$ cat src/rtl/hack_video_pkg.sv
// Shared geometry, pixel type and scan state for the Hack screen scanout path.
package hack_video_pkg;

  localparam int SCREEN_W      = 512;
  localparam int SCREEN_H      = 256;
  localparam int WORDS_PER_ROW = 32;
  localparam int RASTER_W      = 640;
  localparam int RASTER_H      = 480;
  localparam int ADDR_W        = 13;
  localparam int WORD_W        = 16;

  typedef logic [23:0] rgb_t;

  typedef enum logic {
    UNSYNCED = 1'b0,
    SYNCED   = 1'b1
  } scan_state_e;

  function automatic rgb_t pick_color(input logic bit_on, input rgb_t fg, input rgb_t bg);
    return bit_on ? fg : bg;
  endfunction

endpackage

$ cat src/rtl/hack_raster_counter.sv
// Raster position tracking from the hdmi strobes plus the Hack-window and
// screen-coordinate decode used by the fetch and pixel logic.
module hack_raster_counter
  import hack_video_pkg::*;
#(
  parameter int H_OFFSET = 64,
  parameter int V_OFFSET = 112
) (
  input  logic       clk,
  input  logic       rst,
  input  logic       enable,
  input  logic       newframe,
  output logic       in_win,
  output logic [7:0] row,
  output logic [4:0] col,
  output logic [3:0] bit_idx,
  output logic       load_hit,
  output logic       fetch_hit,
  output logic       line_in_win,
  output logic [7:0] line_row
);

  localparam logic [9:0]  X_LO     = 10'(H_OFFSET);
  localparam logic [9:0]  X_HI     = 10'(H_OFFSET + SCREEN_W);
  localparam logic [10:0] XN_LO    = 11'(H_OFFSET);
  localparam logic [10:0] XN_HI    = 11'(H_OFFSET + SCREEN_W);
  localparam logic [8:0]  Y_LO     = 9'(V_OFFSET);
  localparam logic [8:0]  Y_HI     = 9'(V_OFFSET + SCREEN_H);
  localparam logic [4:0]  LAST_COL = 5'(WORDS_PER_ROW - 1);

  logic [9:0]  x;
  logic [8:0]  y;
  logic        en_d;
  logic        fall;
  logic        x_in;
  logic        y_in;
  logic [8:0]  x_rel;
  logic [10:0] x_next;
  logic [3:0]  x_next_bit;
  logic [8:0]  y_line;

  assign fall = en_d & ~enable;

  // Both counters saturate rather than wrap so malformed timing cannot
  // alias back into the window.
  always_ff @(posedge clk or negedge rst) begin
    if (!rst) begin
      x    <= '0;
      y    <= '0;
      en_d <= 1'b0;
    end else begin
      en_d <= enable;
      if (fall) begin
        x <= '0;
      end else if (enable && (x != 10'h3FF)) begin
        x <= x + 10'd1;
      end
      if (newframe) begin
        y <= '0;
      end else if (fall && (y != 9'h1FF)) begin
        y <= y + 9'd1;
      end
    end
  end

  assign x_in    = (x >= X_LO) && (x < X_HI);
  assign y_in    = (y >= Y_LO) && (y < Y_HI);
  assign in_win  = x_in & y_in;
  assign x_rel   = 9'(x - X_LO);
  assign row     = 8'(y - Y_LO);
  assign col     = x_rel[8:4];
  assign bit_idx = x_rel[3:0];

  // The cycle before each 16-pixel word boundary hands nxt over to cur.
  assign x_next     = {1'b0, x} + 11'd1;
  assign x_next_bit = 4'(x_next - XN_LO);
  assign load_hit   = (x_next >= XN_LO) && (x_next < XN_HI) && (x_next_bit == 4'd0);

  assign fetch_hit = in_win && (bit_idx == 4'd0) && (col != LAST_COL);

  // A newframe arriving with newline clears y before the line prefetch looks at it.
  assign y_line      = newframe ? 9'd0 : y;
  assign line_in_win = (y_line >= Y_LO) && (y_line < Y_HI);
  assign line_row    = 8'(y_line - Y_LO);

endmodule

$ cat src/rtl/hack_screen_scanout.sv
// Hack 512x256 screen scanout: prefetches screen-RAM words ahead of the beam
// and emits one registered 24-bit pixel per hdmi enable cycle.
module hack_screen_scanout
  import hack_video_pkg::*;
#(
  parameter int   H_OFFSET     = (RASTER_W - SCREEN_W) / 2,
  parameter int   V_OFFSET     = (RASTER_H - SCREEN_H) / 2,
  parameter rgb_t FG_COLOR     = 24'h000000,
  parameter rgb_t BG_COLOR     = 24'hFFFFFF,
  parameter rgb_t BORDER_COLOR = 24'h404040
) (
  input  logic              clk,
  input  logic              rst,
  input  logic              i_enable,
  input  logic              i_newline,
  input  logic              i_newframe,
  output logic [ADDR_W-1:0] o_mem_addr,
  output logic              o_mem_rd,
  input  logic [WORD_W-1:0] i_mem_data,
  output rgb_t              o_pixel,
  output logic              o_de,
  output logic              o_frame_irq,
  output logic              o_synced
);

  scan_state_e       state;
  logic [WORD_W-1:0] cur;
  logic [WORD_W-1:0] nxt;
  logic              rd_pend;

  logic              in_win;
  logic [7:0]        row;
  logic [4:0]        col;
  logic [3:0]        bit_idx;
  logic              load_hit;
  logic              fetch_hit;
  logic              line_in_win;
  logic [7:0]        line_row;

  hack_raster_counter #(
    .H_OFFSET (H_OFFSET),
    .V_OFFSET (V_OFFSET)
  ) u_raster (
    .clk         (clk),
    .rst         (rst),
    .enable      (i_enable),
    .newframe    (i_newframe),
    .in_win      (in_win),
    .row         (row),
    .col         (col),
    .bit_idx     (bit_idx),
    .load_hit    (load_hit),
    .fetch_hit   (fetch_hit),
    .line_in_win (line_in_win),
    .line_row    (line_row)
  );

  assign o_synced = (state == SYNCED);

  // Read port: o_mem_rd is a one-cycle request with no back-pressure; the RAM
  // answers on i_mem_data exactly one cycle later, which is captured into nxt.
  always_ff @(posedge clk or negedge rst) begin
    if (!rst) begin
      state       <= UNSYNCED;
      o_mem_addr  <= '0;
      o_mem_rd    <= 1'b0;
      rd_pend     <= 1'b0;
      nxt         <= '0;
      cur         <= '0;
      o_pixel     <= BORDER_COLOR;
      o_de        <= 1'b0;
      o_frame_irq <= 1'b0;
    end else begin
      o_de        <= i_enable;
      o_frame_irq <= i_newframe;
      rd_pend     <= o_mem_rd;
      o_mem_rd    <= 1'b0;
      if (rd_pend) begin
        nxt <= i_mem_data;
      end
      if (i_enable && load_hit) begin
        cur <= nxt;
      end
      case (state)
        UNSYNCED: begin
          o_pixel <= BORDER_COLOR;
          if (i_newframe) begin
            state <= SYNCED;
          end
        end
        SYNCED: begin
          // Word 0 is fetched during blanking; words 1..31 one word ahead of the beam.
          if (i_newline && line_in_win) begin
            o_mem_rd   <= 1'b1;
            o_mem_addr <= {line_row, 5'd0};
          end else if (i_enable && fetch_hit) begin
            o_mem_rd   <= 1'b1;
            o_mem_addr <= {row, col + 5'd1};
          end
          if (i_enable && in_win) begin
            o_pixel <= pick_color(cur[bit_idx], FG_COLOR, BG_COLOR);
          end else begin
            o_pixel <= BORDER_COLOR;
          end
        end
        default: begin
          state   <= UNSYNCED;
          o_pixel <= BORDER_COLOR;
        end
      endcase
    end
  end

endmodule
$ cat config.mk
export PLATFORM = sky130hd
export DESIGN_NAME = hack_screen_scanout
export DESIGN_NICKNAME = d
export VERILOG_FILES = /design/src/rtl/hack_video_pkg.sv /design/src/rtl/hack_raster_counter.sv /design/src/rtl/hack_screen_scanout.sv
export SDC_FILE = /design/constraint.sdc
export NUM_CORES = 1
export LEC_CHECK = 0
export BUFFER_PORTS_ARGS = -buffer_cell sky130_fd_sc_hd__buf_2
export CAP_MARGIN = 10
export CORE_MARGIN = 2
export CORE_UTILIZATION = 30
export CTS_CLUSTER_SIZE = 25
export DETAILED_ROUTE_END_ITERATION = 7
export PLACE_DENSITY = 0.53
export SYNTH_ARGS = -nofsm -noshare
export SYNTH_HDL_FRONTEND = slang
export SYNTH_HIERARCHICAL = 1
export SYNTH_SLANG_ARGS = --single-unit
$ cat constraint.sdc
create_clock -name clk -period 2.6 [get_ports clk]
set_input_delay 0.13 -clock clk [delete_from_list [all_inputs] [get_ports clk]]
set_output_delay 0.13 -clock clk [all_outputs]
set_load 0.02 [all_outputs]
Word level (Yosys, flattened, before mapping). Cells that the tools add are included.

Bits in registers: 93. Input port bits: 21. Output and inout bits: 41. Logic and storage cells: 71.

Add/subtract/negate cells: 8. $lt $le $gt $ge: 9. Equal/unequal tests: 3. Multiplexer cells: 17. Bitwise operators: 4. Reductions and logical operators: 19.

Operator list (number): 24-bit two-way mux (2); 24-bit case mux with 2 select lines (1); 9-bit two-way mux (3); 13-bit two-way mux (2); 10-bit two-way mux (2); 9-bit by 7-bit >= comparator with 1-bit output (second input constant) (2); 9-bit less-than comparator (second input constant) (2); 8-bit by 7-bit subtractor with 8-bit output (second input constant) (2); 1-bit logical AND (13); 10-bit by 1-bit adder with 11-bit output (second input constant) (1); 11-bit by 7-bit >= comparator with 1-bit output (second input constant) (1); 11-bit by 10-bit less-than comparator with 1-bit output (second input constant) (1); 10-bit by 1-bit adder with 10-bit output (second input constant) (1); 10-bit by 7-bit >= comparator with 1-bit output (second input constant) (1); 10-bit less-than comparator (second input constant) (1); 10-bit inequality test (second input constant) (1); 9-bit by 1-bit adder with 9-bit output (second input constant) (1); 9-bit inequality test (second input constant) (1); 9-bit by 7-bit subtractor with 9-bit output (second input constant) (1); 4-bit logical NOT (2); 1-bit two-way mux (6); 2-bit nonzero test (3); 5-bit by 1-bit adder with 5-bit output (second input constant) (1); 4-bit by 5-bit less-than comparator with 1-bit output (second input constant) (1); other kinds (6) (8).

Logic depth before layout (Yosys ltp). Gate-level depths: netlist (run 1).

Depth in word-level cells: 9. Gate-level depth with buffers: 12. Gate-level depth less buffers: 10.

Cells and area by module. Netlist (run 1), hierarchy kept.

Modules (own cells, without submodules): hack_screen_scanout (instances 1, cells each 167, area an instance 2321.0 um^2, seq. area each 1302.5 um^2); hack_raster_counter (instances 1, cells each 179, area an instance 1529.0 um^2, seq. area each 500.5 um^2).

Least setup slack after synthesis (run 1). OpenSTA, ideal clock, no wires.

Path type: register -> register. Start: register u_raster.x[0]. End: register cur[0]. Library setup time: 125 ps. Arrival time: 2661 ps. Path slack: -186 ps. Cell stages (with the launch flop): 11. Period minus slack after synthesis: 2786 ps. Path through: dfrtp_1 > ha_1 > nand3_2 > buf_6 > a211o_1 > a2111oi_4 > or3_1 > a211oi_2 > nand2_1 > clkbuf_1 > mux2_2.

Cells in the longest elaborated chain, start to end: 5.

RTL lines: start, declared (line hack_raster_counter.sv:31) `logic [9:0] x;`; start signal, assigned (line hack_raster_counter.sv:56) `x <= x + 10'd1;`; 10-bit by 1-bit adder with 11-bit output * (line hack_raster_counter.sv:75) `assign x_next = {1'b0, x} + 11'd1;`; 11-bit by 7-bit >= comparator with 1-bit output (tied with other cells) (line hack_raster_counter.sv:77) `assign load_hit = (x_next >= XN_LO) && (x_next < XN_HI) && (x_next_bit == 4'd0);`; 1-bit logical AND or 4-bit logical NOT (tied branches) (line hack_raster_counter.sv:77); 1-bit logical AND * (line hack_raster_counter.sv:77); net load_hit (line hack_screen_scanout.sv:35) `logic load_hit;`; 1-bit logical AND * (line hack_screen_scanout.sv:81) `if (i_enable && load_hit) begin`; end signal, assigned (line hack_screen_scanout.sv:82) `cur <= nxt;`; end, declared (line hack_screen_scanout.sv:27) `logic [WORD_W-1:0] cur;`.

Mark *: on every way through the listed nets, which the timed path passes. The rest lies on a longest branch. A chain may end at the register's enable or synchronous reset.

Worst setup path after layout (run 1).
Start: register u_raster.x[6]. End: register cur[11].

Cells in the longest elaborated chain, start to end: 5.

RTL lines (line): 10-bit by 1-bit adder with 11-bit output * (hack_raster_counter.sv:75); 11-bit by 7-bit >= comparator with 1-bit output or 11-bit by 10-bit less-than comparator with 1-bit output (tied branches) (hack_raster_counter.sv:77); 1-bit logical AND * (2 in a row) (hack_raster_counter.sv:77); net load_hit (hack_screen_scanout.sv:35); 1-bit logical AND * (hack_screen_scanout.sv:81).

Marked as above.

==> metrics.md, run 1 <==
| Metric | Value |
|---|---|
| GRT Total Usage | `11.9%` |
| Ys Warns | `6` |
| Die Y | `around 120 um` |
| Final hold violation count | `0` |
| Post-synthesis sequential area ratio | `a little under half` |
| Core footprint | `12,600 um2` |
| Final cell utilization of the core | `between 30% and 40%` |
| Clock tree sinks | `a little over 70` |
| Initial antenna violation count | `0` |
| Via count of the first global-routing pass | `2,555` |
| Mapped Nets | `approximately 380` |
| Routed Antenna Nets | `0` |
| ANT cells | `0` |
| Nets@finish | `about 420` |
| CP Buf/Inv Count | `0` |
| Startpoint Class | `flip-flop` |
| Initial drt markers | `about 140` |
| CTS Buffer Depth | `2` |
| CTS tree | `built` |
| FF+latch area | `1800 um2` |
| Crit-path max FO | `8` |
| Full die area | `between 10,000 and 15,000 um2` |
| Library cells used by synthesis | `48` |
| GRT Residual Overflow | `0` |
| CP Cell Sequence | `ha_2 -> o41a_1 -> a2111oi_4 -> o21ai_2 -> a211oi_4 -> nand2_4 -> mux2_2` |
| Post-CTS Setup Inserts | `0` |
| Largest delay share family, worst path | `compound AO/OA/AOI/OAI gates` |
| Setup crit end kind | `flip-flop` |
| Seq cells post-synth | `72` |
| Root buf cell | `clkbuf_16` |
| Area grow syn2layout | `19.8%` |
| Pre-antenna DRT Iters | `4` |
| Fin Setup TNS | `0 ps` |
| Fin crit share | `a little over nine tenths` |
| Routed WL | `around 8000 um` |
| Area of the multi-input gates | `1760 um2` |
| Filler instances | `between 1,000 and 1,500` |
| Worst hold slack | `between 20 and 30 ps` |
| Port Buf Inserts | `61` |
| Status | `complete, no violations` |
| Min Tclk post-route | `between 2000 and 2500 ps` |
| Syn Area/Cell | `between 10 and 15 um2` |
| Final Skew | `~5 ps` |
| Main flop type after synthesis | `dfrtp_1` |
| Finished Layout Cells | `between 500 and 600` |
| First-pass GRT wire length | `approximately 13,000 um` |
| Layout cell share with drive strength beyond 1 | `between 30% and 40%` |
| Placed Instances | `550` |
| IO Pins | `62` |
| RSZ-0062 raised after global routing | `false` |
| H-tree depth | `3` |
| Finished layout cell area | `approximately 4600 um2` |
| Maximum number of pins on one net before global-route repair | `38` |
| Relative slew slack | `56.2%` |
| Worst vdd ir | `0.000321 V` |
| Final HPWL DP | `5850 um` |
| Total power | `between 2 and 3 mW` |
| Fmax | `401 MHz` |
| Ys async rst share | `100%` |
| Average wire per cell in the routed design | `14.0 um` |
| Cell leakage power | `between 2 and 2.5 nW` |
| Final WS setup | `between 100 and 150 ps` |
| CP peak stage delay | `roughly 440 ps` |
| GP Congestion | `a little over 0.8` |
| Max-slew violations | `0` |
| Die width | `roughly 120 um` |
| Critical path class | `reg2reg` |
| Most frequent cells in the layout | `71 x dfrtp_1, 61 x buf_2, 34 x mux2_2` |
| Placed Area | `between 4000 and 5000 um2` |
| Place WS | `between 15 and 20 ps` |
| Worst EP required | `about 2800 ps` |
| Crit path DAT | `roughly 2700 ps` |
| Min-Delay Path Class | `in2reg` |
| Num CTS Buffers | `9` |
| Via/cell ratio | `between 4 and 5` |
| Clk_lat worst skew | `about 330 ps` |
| Row count | `41` |
| Max cap viols | `0` |
| Mapped Cells | `about 350` |
| # DRC | `0` |
| Final Setup Violations | `0` |
| Clock-pin slew on the worst setup and hold paths | `60 ps` |
| P per Cell Area | `563 nW/um2` |
| Vias | `around 2,600` |
| Starting density of the core | `between 30% and 40%` |
| Most common cell after layout, fill and taps aside | `dfrtp_1` |
| Worst slew pin tran | `653 ps` |
| Post-synth EDFFs | `0` |
| Synthesized area | `3850 um2` |
| Critical-path top delay cell | `o41a_1` |
-- final cells by class --
| type | instances | share of cell area, % |
|---|---|---|
| Clock buffer | 11 | 5.26 |
| Clock inverter | 5 | 1.38 |
| Inverter | 14 | 1.14 |
| Multi-Input combinational cell | 213 | 38.3 |
| Sequential cell | 72 | 39.1 |
| Tap cell | 172 | 4.67 |
| Timing Repair Buffer | 81 | 10.2 |
-- Yosys cell counts, types with 2 or more instances --
cell type | number | area share [%]
a21oi_1 | 14 | 1.8
a31oi_1 | 8 | 1.3
and3_1 | 3 | 0.49
buf_4 | 32 | 6.2
clkbuf_1 | 14 | 1.4
dfrtp_1 | 71 | 46
ha_1 | 11 | 3.6
inv_1 | 14 | 1.4
mux2_2 | 34 | 9.9
mux2i_1 | 9 | 2.3
mux4_1 | 4 | 2.7
nand2_1 | 17 | 1.7
nand2b_1 | 6 | 0.98
nand3_1 | 13 | 1.7
nand4_1 | 7 | 1.1
nor2_1 | 20 | 1.9
nor2b_1 | 4 | 0.65
nor3_1 | 6 | 0.78
nor3b_1 | 2 | 0.39
o21ai_0 | 5 | 0.65
o21ai_1 | 5 | 0.65
o2bb2ai_1 | 2 | 0.46
o31a_1 | 2 | 0.46
o31ai_1 | 2 | 0.39
or2_2 | 2 | 0.32
xnor2_1 | 8 | 1.8
xor2_1 | 10 | 2.3
-- final timing paths --
kind | startpoint | to | slack [ps] | cells after the start
hold / removal | i_mem_data[8] | nxt[8] | 30 | 2
hold reg to reg | o_mem_rd | rd_pend | 390 | 0
min in group asynchronous | rst | u_raster/y[4] | 290 | 2
setup / recovery | u_raster/x[6] | cur[11] | 100 | 7
max in group asynchronous | rst | o_pixel[22] | 1630 | 3
setup reg to reg | u_raster/x[6] | cur[11] | 100 | 7
-- worst reg2reg max path, cell delays in order, from the launching register on --
cell and delay (ps):
dfrtp_1 410, ha_2 230, o41a_1 440, a2111oi_4 350, o21ai_2 110, a211oi_4 380, nand2_4 160, mux2_2 300
-- sequential cells by signal, indices dropped and copies added, names as in the netlist --
register / count
o_pixel: 2
rd_pend: 1
o_frame_irq: 1
nxt: 16
o_synced: 1
u_raster/x: 10
o_mem_rd: 1
cur: 16
u_raster/en_d: 1
o_mem_addr: 13
o_de: 1
u_raster/y: 9
-- repair_timing --
item                                   in CTS  in global routing
hold buffers                                1                  0
endpoints found under the hold margin      17                  0
resized for setup                           0                 13
setup endpoints to repair                   0                 28
-- metal layers --
layer / routed length [um] / part of all wire (%) / global-route usage [%]
met1: 3640 / 46 / 15.1
met2: 4000 / 50 / 20.3
met3: 261 / 3.3 / 3.14
met4: 70 / 0.88 / 3.06
met5: 0 / 0 / 0
-- cells by family after synthesis --
family | Yosys count | synth area share, %
AND/OR/NAND/NOR | 86 | 11.3
flip-flops | 72 | 46.8
buffers and inverters | 62 | 9.39
AO/OA/AOI/OAI | 49 | 9.16
multiplexers | 48 | 15.6
XOR/XNOR | 18 | 4.09
adder cells (fa/ha/maj) | 11 | 3.57
-- report_power, final --
group | leakage (nW) | internal [mW] | total (mW) | switching, mW
sequential | 0.981 | 1.14 | 1.16 | 0.0218
clock | 0.147 | 0.777 | 1.25 | 0.474
combinational | 1.14 | 0.0804 | 0.186 | 0.105
(Power assumes the default switching activity.)
==> run 2: changes to the inputs <==
CORE_MARGIN = default   (was 2)
==> run 2 against run 1 <==
Effect of this change:
- non-clock buffer count down 1
- clock power decreased by 3%
- sequential share of layout area is 0.58 points higher
- critical endpoint is now cur[3]
- highest routed layer unchanged
- worst hold slack worse by 2.7 ps
- clock-buffer cell count decreased by 1
- largest cell class unchanged
- clock skew grew 1.2 ps
- fmax rose by 0.47%
- via count fell by 0.50%
==> metrics.md, run 2 (same netlist as run 1, synthesis figures left out) <==
| Metric | Value |
|---|---|
| Status | `complete, no violations` |
| CTS Buffer Depth | `2 (unchanged)` |
| CP peak stage delay | `430 ps (about the same)` |
| Average wire per cell in the routed design | `13.4 um (-4.4%)` |
| Largest delay share family, worst path | `compound AO/OA/AOI/OAI gates` |
| Finished layout cell area | `4540 um2 (-1.5%)` |
| Starting density of the core | `30.6% (unchanged)` |
| Num CTS Buffers | `9 (unchanged)` |
| Worst flop-to-flop path startpoint | `u_raster/x[0]` |
| Hold Path Origin | `i_mem_data[4]` |
| Cell leakage power | `2.24 nW (-1.3%)` |
| CP Buf/Inv Count | `0 (unchanged)` |
| Fmax | `402 MHz (+0.47%)` |
| Worst EP required | `2820 ps (about the same)` |
| Clock tree sinks | `72 (unchanged)` |
| FF-to-FF path depth | `8 (+1)` |
| GP Congestion | `0.805 (-3.0%)` |
| Setup crit end kind | `flip-flop` |
| H-tree depth | `3 (unchanged)` |
| Final HPWL DP | `5620 um (-3.8%)` |
| Routed Antenna Nets | `0 (unchanged)` |
| Vias | `2,594 (-0.50%)` |
| Fin crit share | `95.6% (-0.45 points)` |
| Nets@finish | `421 (-0.47%)` |
| First-pass GRT wire length | `12,700 um (-1.2%)` |
| Worst slew pin tran | `627 ps (-26.0 ps)` |
| Placed Area | `4200 um2 (-0.47%)` |
| Min Tclk post-route | `2490 ps (-11.6 ps)` |
| Die width | `115 um (-1.7%)` |
| Full die area | `13,300 um2 (-3.4%)` |
| Routed WL | `7570 um (-4.9%)` |
| Initial drt markers | `102 (-29%)` |
| Worst hold slack | `25.5 ps (-2.68 ps)` |
| Final hold violation count | `0 (unchanged)` |
| Hold Path Depth | `2 (unchanged)` |
| Highest metal used | `met4` |
| Startpoint Class | `flip-flop` |
| Port Buf Inserts | `61 (unchanged)` |
| Max cap viols | `0 (unchanged)` |
| Maximum number of pins on one net before global-route repair | `29 (-24%)` |
| GRT Residual Overflow | `0 (unchanged)` |
| Root buf cell | `clkbuf_16` |
| IO Pins | `62 (unchanged)` |
| Area grow syn2layout | `18.0%` |
| Most frequent cells in the layout | `71 x dfrtp_1, 61 x buf_2, 34 x mux2_2` |
| Initial antenna violation count | `0 (unchanged)` |
| Critical-path top delay cell | `o41a_1` |
| Crit path DAT | `2700 ps (about the same)` |
| WL met2 | `3770 um (-5.8%)` |
| Fin Setup TNS | `0 ps (unchanged)` |
| Final cell utilization of the core | `36.2% (-0.54 points)` |
| Worst setup path startpoint | `u_raster/x[0]` |
| # DRC | `0 (unchanged)` |
| GRT Total Usage | `12.5% (+0.60 points)` |
| Pre-antenna DRT Iters | `4 (unchanged)` |
| Final Setup Violations | `0 (unchanged)` |
| Clk_lat worst skew | `330 ps (about the same)` |
| Via count of the first global-routing pass | `2,552 (-0.12%)` |
| CTS tree | `built` |
| Max-slew violations | `0 (unchanged)` |
| Largest registers | `cur x16, nxt x16, o_mem_addr x13` |
| Final Skew | `6.12 ps (+1.18 ps)` |
| Min-Delay Path Class | `in2reg` |
| Most common cell after layout, fill and taps aside | `dfrtp_1` |
| Post-CTS Setup Inserts | `0 (unchanged)` |
| Die Y | `115 um (-1.7%)` |
| Critical path depth | `8 (+1)` |
| Worst vdd ir | `0.000351 V (+9.1%)` |
| CP Cell Sequence | `ha_1 -> nand3_4 -> o41a_1 -> a2111oi_4 -> o21ai_1 -> a211oi_2 -> nand2_4 -> mux2_2` |
| Row count | `41 (unchanged)` |
| Filler instances | `1,231 (-0.24%)` |
| P per Cell Area | `563 nW/um2 (about the same)` |
| Met3 wire length | `262 um (+0.38%)` |
| Core footprint | `12,600 um2 (unchanged)` |
| Met1 wire length | `3440 um (-5.5%)` |
| Critical path class | `reg2reg` |
| Via/cell ratio | `4.59 (about the same)` |
| ANT cells | `0 (unchanged)` |
| Layout cell share with drive strength beyond 1 | `36.9% (-0.98 points)` |
| Relative slew slack | `58.2% (+2.0 points)` |
| Clock-pin slew on the worst setup and hold paths | `60 ps (about the same)` |
| Crit-path max FO | `16 (+8)` |
==> run 2: changes by cell type in the layout (fill, tap and decap cells not counted), sizes merged <==
cell / delta
buf: -1
clkinvlp: +2
nand2: -1
inv: -2
clkbuf: -1
==> run 2: stage by stage <==
stage                     power [mW]  setup WS, ps  cells
after global routing            2.67         -36.0    565
final                           2.56           115    565
after floorplan                 1.28          38.3    346
after detailed placement        1.36          29.5    549
after CTS                       2.59          16.0    565
after global placement          1.35          74.5    549
==> run 2: worst paths after layout <==
kind,slack (ps),end
min in group asynchronous,350,u_raster/y[4]
worst min-delay path,30,nxt[4]
worst max-delay path,110,cur[3]
worst min register to register,390,rd_pend
worst max register to register,110,cur[3]
max in group asynchronous,1470,cur[5]
==> run 2: worst register-to-register path: cells and delay by family (launching register included) <==
kind                     cells  cell delay, ps
flip-flops                   1             350
multiplexers                 1             320
AND/OR/NAND/NOR              2             310
adder cells (fa/ha/maj)      1             210
AO/OA/AOI/OAI                4            1190
==> run 2: layer usage <==
metal  global-route usage (%)  vias up
met2                     20.2       39
met1                     15.2     1272
met3                     4.06       11
met4                     5.71        0
met5                        0        -
li1                         -     1272
==> run 2: layout make-up <==
cell class	count	area [um2]	area share [%]
Sequential cell	72	1800	39.7
Multi-Input combinational cell	212	1730	38.0
Timing Repair Buffer	80	450	9.91
Clock buffer	10	239	5.26
Tap cell	172	215	4.74
Clock inverter	5	57.6	1.27
Inverter	14	52.6	1.16
==> run 2: what timing repair did <==
action                                 CTS  global route
endpoints found under the hold margin   25             0
hold buffers                             1             0
setup endpoints to repair                0            29
gates resized for setup                  0             7
==> run 2: power by group <==
group / internal (mW) / switching [mW] / total (mW)
registers: 1.14 / 0.0215 / 1.16
clock network: 0.760 / 0.454 / 1.21
logic: 0.0779 / 0.106 / 0.184
total: 1.98 / 0.581 / 2.56
